===== config.mk =====
export PLATFORM = sky130hd
export DESIGN_NAME = spi_master_ctrl_flat
export DESIGN_NICKNAME = d
export VERILOG_FILES = /design/src/rtl/spi_master_ctrl_if.sv /design/src/rtl/spi_master_ctrl.sv /design/src/flat_wrapper.sv
export SDC_FILE = /design/constraint.sdc
export NUM_CORES = 1
export LEC_CHECK = 0
export BUFFER_PORTS_ARGS = -buffer_cell sky130_fd_sc_hd__buf_2
export CELL_PAD_IN_SITES_DETAIL_PLACEMENT = 1
export CELL_PAD_IN_SITES_GLOBAL_PLACEMENT = 2
export CORE_MARGIN = 5
export CORE_UTILIZATION = 39
export CTS_CLUSTER_DIAMETER = 60
export DETAILED_ROUTE_END_ITERATION = 16
export HOLD_SLACK_MARGIN = 0.1
export PLACE_DENSITY = 0.91
export SYNTH_ARGS = -nofsm -noshare
export SYNTH_HDL_FRONTEND = slang
export SYNTH_SLANG_ARGS = --single-unit

===== constraint.sdc =====
create_clock -name clk -period 4.35 [get_ports clk]
set_input_delay 0.435 -clock clk [delete_from_list [all_inputs] [get_ports clk]]
set_output_delay 0.435 -clock clk [all_outputs]
set_load 0.02 [all_outputs]

===== src/rtl/spi_master_ctrl_if.sv =====
// Bus-side bundle of the SPI master: configuration, start request,
// status and received word. Master = front end, slave = controller.
interface spi_master_ctrl_if #(
    parameter int DIV_W = 8
);
    logic             cfg_cpol;
    logic             cfg_cpha;
    logic [4:0]       cfg_len;
    logic [DIV_W-1:0] cfg_div;
    logic             start;
    logic [31:0]      tx_data;
    logic             busy;
    logic             done;
    logic [31:0]      rx_data;

    modport master (
        output cfg_cpol,
        output cfg_cpha,
        output cfg_len,
        output cfg_div,
        output start,
        output tx_data,
        input  busy,
        input  done,
        input  rx_data
    );

    modport slave (
        input  cfg_cpol,
        input  cfg_cpha,
        input  cfg_len,
        input  cfg_div,
        input  start,
        input  tx_data,
        output busy,
        output done,
        output rx_data
    );
endinterface


===== src/rtl/spi_master_ctrl.sv =====
// SPI master: one MSB-first frame of 1..32 bits per start request,
// all four CPOL/CPHA modes, sck half-period of cfg_div+1 clocks.
module spi_master_ctrl #(
    parameter int DIV_W = 8
) (
    input  logic             clk,
    input  logic             rst,
    spi_master_ctrl_if.slave bus,
    output logic             sck,
    output logic             mosi,
    input  logic             miso,
    output logic             csn
);

    typedef enum logic [2:0] {
        IDLE,
        SETUP,
        XFER,
        HOLD,
        GAP
    } state_t;

    localparam logic [DIV_W-1:0] CNT_ONE  = {{(DIV_W-1){1'b0}}, 1'b1};

    state_t           state;
    logic             cpol_q;
    logic             cpha_q;
    logic [4:0]       len_q;
    logic [DIV_W-1:0] div_q;
    logic [DIV_W-1:0] cnt;
    logic [6:0]       edge_cnt;
    logic [31:0]      tx_sr;
    logic [31:0]      rx_sr;
    logic             busy_q;
    logic             done_q;
    logic [31:0]      rx_q;

    logic             tick;
    logic             lead_edge;
    logic             last_edge;
    logic             sample_now;
    logic             accept;

    assign bus.busy    = busy_q;
    assign bus.done    = done_q;
    assign bus.rx_data = rx_q;

    // Half-period tick and classification of the sck edge about to be issued.
    always_comb begin
        tick       = (cnt == div_q);
        lead_edge  = ~edge_cnt[0];
        last_edge  = (edge_cnt == {1'b0, len_q, 1'b1});
        sample_now = lead_edge ^ cpha_q;
        accept     = bus.start & ~done_q;
    end

    // Transfer sequencer; every pin and status output is a register here.
    always_ff @(posedge clk) begin
        if (rst) begin
            state    <= IDLE;
            csn      <= 1'b1;
            sck      <= 1'b0;
            mosi     <= 1'b0;
            busy_q   <= 1'b0;
            done_q   <= 1'b0;
            rx_q     <= '0;
            cpol_q   <= 1'b0;
            cpha_q   <= 1'b0;
            len_q    <= '0;
            div_q    <= '0;
            cnt      <= '0;
            edge_cnt <= '0;
            tx_sr    <= '0;
            rx_sr    <= '0;
        end else begin
            done_q <= 1'b0;
            unique case (state)
                IDLE: begin
                    // sck tracks the requested polarity so it is settled
                    // before csn falls.
                    sck      <= bus.cfg_cpol;
                    cnt      <= '0;
                    edge_cnt <= '0;
                    if (accept) begin
                        cpol_q <= bus.cfg_cpol;
                        cpha_q <= bus.cfg_cpha;
                        len_q  <= bus.cfg_len;
                        div_q  <= bus.cfg_div;
                        // Left-align the frame so the next bit is always [31].
                        tx_sr  <= bus.tx_data << (5'd31 - bus.cfg_len);
                        rx_sr  <= '0;
                        mosi   <= bus.tx_data[bus.cfg_len];
                        csn    <= 1'b0;
                        busy_q <= 1'b1;
                        state  <= SETUP;
                    end else begin
                        csn  <= 1'b1;
                        mosi <= 1'b0;
                    end
                end
                SETUP: begin
                    if (tick) begin
                        cnt   <= '0;
                        state <= XFER;
                    end else begin
                        cnt <= cnt + CNT_ONE;
                    end
                end
                XFER: begin
                    if (tick) begin
                        cnt      <= '0;
                        edge_cnt <= edge_cnt + 7'd1;
                        sck      <= last_edge ? cpol_q : ~sck;
                        if (sample_now) begin
                            rx_sr <= {rx_sr[30:0], miso};
                        end
                        if (cpha_q && lead_edge) begin
                            mosi  <= tx_sr[31];
                            tx_sr <= tx_sr << 1;
                        end
                        // First bit is already on mosi from SETUP.
                        if (!cpha_q && !lead_edge && !last_edge) begin
                            mosi  <= tx_sr[30];
                            tx_sr <= tx_sr << 1;
                        end
                        if (last_edge) begin
                            state <= HOLD;
                        end
                    end else begin
                        cnt <= cnt + CNT_ONE;
                    end
                end
                HOLD: begin
                    sck <= cpol_q;
                    if (tick) begin
                        cnt   <= '0;
                        csn   <= 1'b1;
                        state <= GAP;
                    end else begin
                        cnt <= cnt + CNT_ONE;
                    end
                end
                GAP: begin
                    sck <= cpol_q;
                    if (tick) begin
                        cnt    <= '0;
                        rx_q   <= rx_sr;
                        done_q <= 1'b1;
                        busy_q <= 1'b0;
                        state  <= IDLE;
                    end else begin
                        cnt <= cnt + CNT_ONE;
                    end
                end
                default: begin
                    state <= IDLE;
                end
            endcase
        end
    end

endmodule


===== src/flat_wrapper.sv =====
// flat-port wrapper written by rule: the top's interface ports become plain ports
module spi_master_ctrl_flat 
#(
    parameter int DIV_W = 8
)
  (clk, rst, sck, mosi, miso, csn, bus_cfg_cpol, bus_cfg_cpha, bus_cfg_len, bus_cfg_div, bus_start, bus_tx_data, bus_busy, bus_done, bus_rx_data);
  spi_master_ctrl_if #(.DIV_W(DIV_W)) bus_i ();
  input  logic clk;
  input  logic rst;
  output logic sck;
  output logic mosi;
  input  logic miso;
  output logic csn;
  input wire logic [$bits(bus_i.cfg_cpol)-1:0] bus_cfg_cpol;
  input wire logic [$bits(bus_i.cfg_cpha)-1:0] bus_cfg_cpha;
  input wire logic [$bits(bus_i.cfg_len)-1:0] bus_cfg_len;
  input wire logic [$bits(bus_i.cfg_div)-1:0] bus_cfg_div;
  input wire logic [$bits(bus_i.start)-1:0] bus_start;
  input wire logic [$bits(bus_i.tx_data)-1:0] bus_tx_data;
  output wire logic [$bits(bus_i.busy)-1:0] bus_busy;
  output wire logic [$bits(bus_i.done)-1:0] bus_done;
  output wire logic [$bits(bus_i.rx_data)-1:0] bus_rx_data;
  assign bus_i.cfg_cpol = bus_cfg_cpol;
  assign bus_i.cfg_cpha = bus_cfg_cpha;
  assign bus_i.cfg_len = bus_cfg_len;
  assign bus_i.cfg_div = bus_cfg_div;
  assign bus_i.start = bus_start;
  assign bus_i.tx_data = bus_tx_data;
  assign bus_busy = bus_i.busy;
  assign bus_done = bus_i.done;
  assign bus_rx_data = bus_i.rx_data;
  spi_master_ctrl #(.DIV_W(DIV_W)) u_core (.clk(clk), .rst(rst), .bus(bus_i), .sck(sck), .mosi(mosi), .miso(miso), .csn(csn));
endmodule

==> reports/metrics.cfg <==
[floorplan]
die_w_um = 149
start_util_pct = 39.8
dieArea_um2 = 22100
die_y_um = 149
core_area_um2 = 18800
rows = 50
io_pins = 88

[synthesis]
yosys.area.top_type = dfxtp_1
ys_seq_area_share_pct = 35.8
synth-compound-area-share_pct = 18.3
synthesis.area_um2 = 7490
synth_cells = 821
synth_top_family_by_area = multiplexers
synthAdderAreaFrac_pct = 0.668
synth.top_cell.area_share_pct = 35.8
synth-seq-cells = 134
avgSynthCellArea_um2 = 9.12
ys.flop_type = dfxtp_1
synth_edf_count = 0
post_synth_main_area_contributors = dfxtp_1, mux2i_1, mux4_2
muxShareOfSynthArea_pct = 19.4
async_flop_share_pct = 0
synth-simple-area-share_pct = 18.6
synthTopCellsByCount = dfxtp_1, nor2_1, nand2_1
synth-xor-area-share_pct = 2.11
ys.warnings.count = 0
synth_nets = 876
synthMostInstantiatedCell = dfxtp_1
synth.distinct_cells = 64

[timing]
worst_slew_pin_slew_ns = 1.21
drv_slew = 0
min_period_ns = 3.05
hold_viol = 0
setup_tns_ns = 0
max_freq_mhz = 327
worst_clock_skew_ns = 0.0146
relSlewSlack_pct = 19.6
finalCritPeriodShare_pct = 70.2
setup_viol = 0
rsz0062_at_grt = no

[outcome]
status = finished, final reports clean

[drt]
ant_nets = 0
routed_via_density = 5.75
via_count = 6598
wl_um = 21800
drc = 0
wire_per_inst_um = 19.0
drtIter0Drc = 365
drtPass1Iterations = 5

[critical_path]
crit_cells = 6
path_buf_inv = 0
path_max_fanout = 18
crit_type = flop to flop
arrival_ns = 3.34
worstSetupStartpointType = flop
critPathCaptureType = flop
crit_path_cell_trace = nor3b_2 > nor2_1 > a41oi_1 > nand4_1 > a211oi_1 > nor3_1
slowest_delay_ns = 0.86
crit_slowest_cell = nor3b_2
crit_family = simple AND/OR/NAND/NOR gates
ff2ff_path_depth = 6
cp_data_required_time_ns = 4.63

[place]
place.detailed.hpwl_um = 15200
io_buffer_count = 87
gp_congestion = 0.871

[finish]
num_antenna_cells = 0
area_growth_pct = 16.0
nNetsFinal = 929
drive_above_1_share_pct = 21.0
fill_cells = 2186

[grt]
track_usage_pct = 20.2
grt_max_degree = 54
grt_pass1_vias = 6739
grt_pass1_wl_um = 36200
antenna_found_initial = 0
grt-ovfl-total = 0

[min_path]
hold-path-cell-count = 3
hp-class = input port to flop

[power]
seqPwrFrac_pct = 36.5
switching_share_pct = 28.1
power.leakage_nw = 3.48
ir_drop_mv = 0.298
p_per_area_nw_per_um2 = 426
p_comb_share_pct = 19.5
clock_power_share_pct = 44.0
power_mw = 3.71
p_switching_mw = 1.04
p_int_mw = 2.66

[cts]
numCtsBuffers = 17
cts.htree.levels = 4
post_cts_buffers = 0
cts_hold_buf = 0
cts_tree = done
root_buffer = clkbuf_16
clk_latency_ns = 0.42
clk_pin_slew_worst_paths_ns = 0.07
clock-sinks = 134
clockBufferDepth = 2
cts_resized = 0

[run]
cap_violations = 0

worst reg2reg max path, stage by stage, from the launching register on:
cell      delay [ns]
dfxtp_1         0.71
nor3b_2         0.86
nor2_1          0.40
a41oi_1         0.44
nand4_1         0.23
a211oi_1        0.22
nor3_1          0.07
flip-flops by register name, indices dropped and copies added (netlist names), 3 cells and up:
name                cells
u_core.tx_sr           32
u_core.edge_cnt         7
u_core.len_q            5
u_core.state            3
u_core.div_q            8
u_core.bus.rx_data     32
u_core.rx_sr           32
u_core.cnt              8
metrics by stage:
step	cell area (um^2)	hold WS (ns)	util (%)	setup WS, ns	std cells
floorplan	7490	0.432	-	2.21	821
global placement	8020	0.444	42.6	1.33	1115
detailed placement	8020	0.451	42.6	1.24	1115
CTS	8690	0.225	46.1	1.29	1147
global route	8690	0.239	46.1	1.09	1147
finish	8690	0.246	46.1	1.30	1147
power groups by stage:
stage	Sequential, mW	Clock, mW	Combinational [mW]
floorplan	1.36	0	0.540
global placement	1.38	0	0.709
detailed placement	1.38	0	0.722
CTS	1.35	1.67	0.724
global route	1.36	1.73	0.792
finish	1.35	1.63	0.723
final timing paths:
kind	from	slack, ns	endpoint
setup / recovery	u_core.state[1]	1.30	u_core.tx_sr[31]
hold / removal	bus_cfg_div[1]	0.25	u_core.div_q[1]
setup reg to reg	u_core.state[1]	1.30	u_core.tx_sr[31]
hold reg to reg	u_core.tx_sr[21]	0.46	u_core.tx_sr[21]
cells by family (layout without fill, tap and decap cells):
group | Yosys count | count (layout)
flops | 134 | 134
simple gates | 296 | 296
fa+ha+maj | 4 | 4
compound gates | 187 | 187
buf+inv | 73 | 139
mux | 109 | 109
xor+xnor | 18 | 18
layer usage:
layer	track usage (%)	part of all wire, %	vias up
met1	26.6	45	3277
met2	33.6	49	161
met4	6.37	1.8	0
li1	-	-	3129
met3	3.78	3.8	31
met5	0	0	-
cell type report:
cell class | count | area [um^2] | share of cell area [%]
well taps | 260 | 325 | 3.74
multi-input cells | 614 | 4450 | 51.2
repair buffers | 101 | 543 | 6.25
clock inverters | 13 | 228 | 2.62
flip-flops and latches | 134 | 2680 | 30.9
clock buffers | 19 | 443 | 5.10
inverters | 6 | 22.5 | 0.259
placed cells by master (no fill, tap or decap), types with 25 or more instances in the layout:
cell type,instances
mux4_2,28
and2_1,35
a22o_1,35
nand2_1,75
buf_2,86
dfxtp_1,134
nor3_1,25
mux2i_1,69
nor2_1,99
a21oi_1,38
No activity file was read; power rests on OpenSTA's default activity.
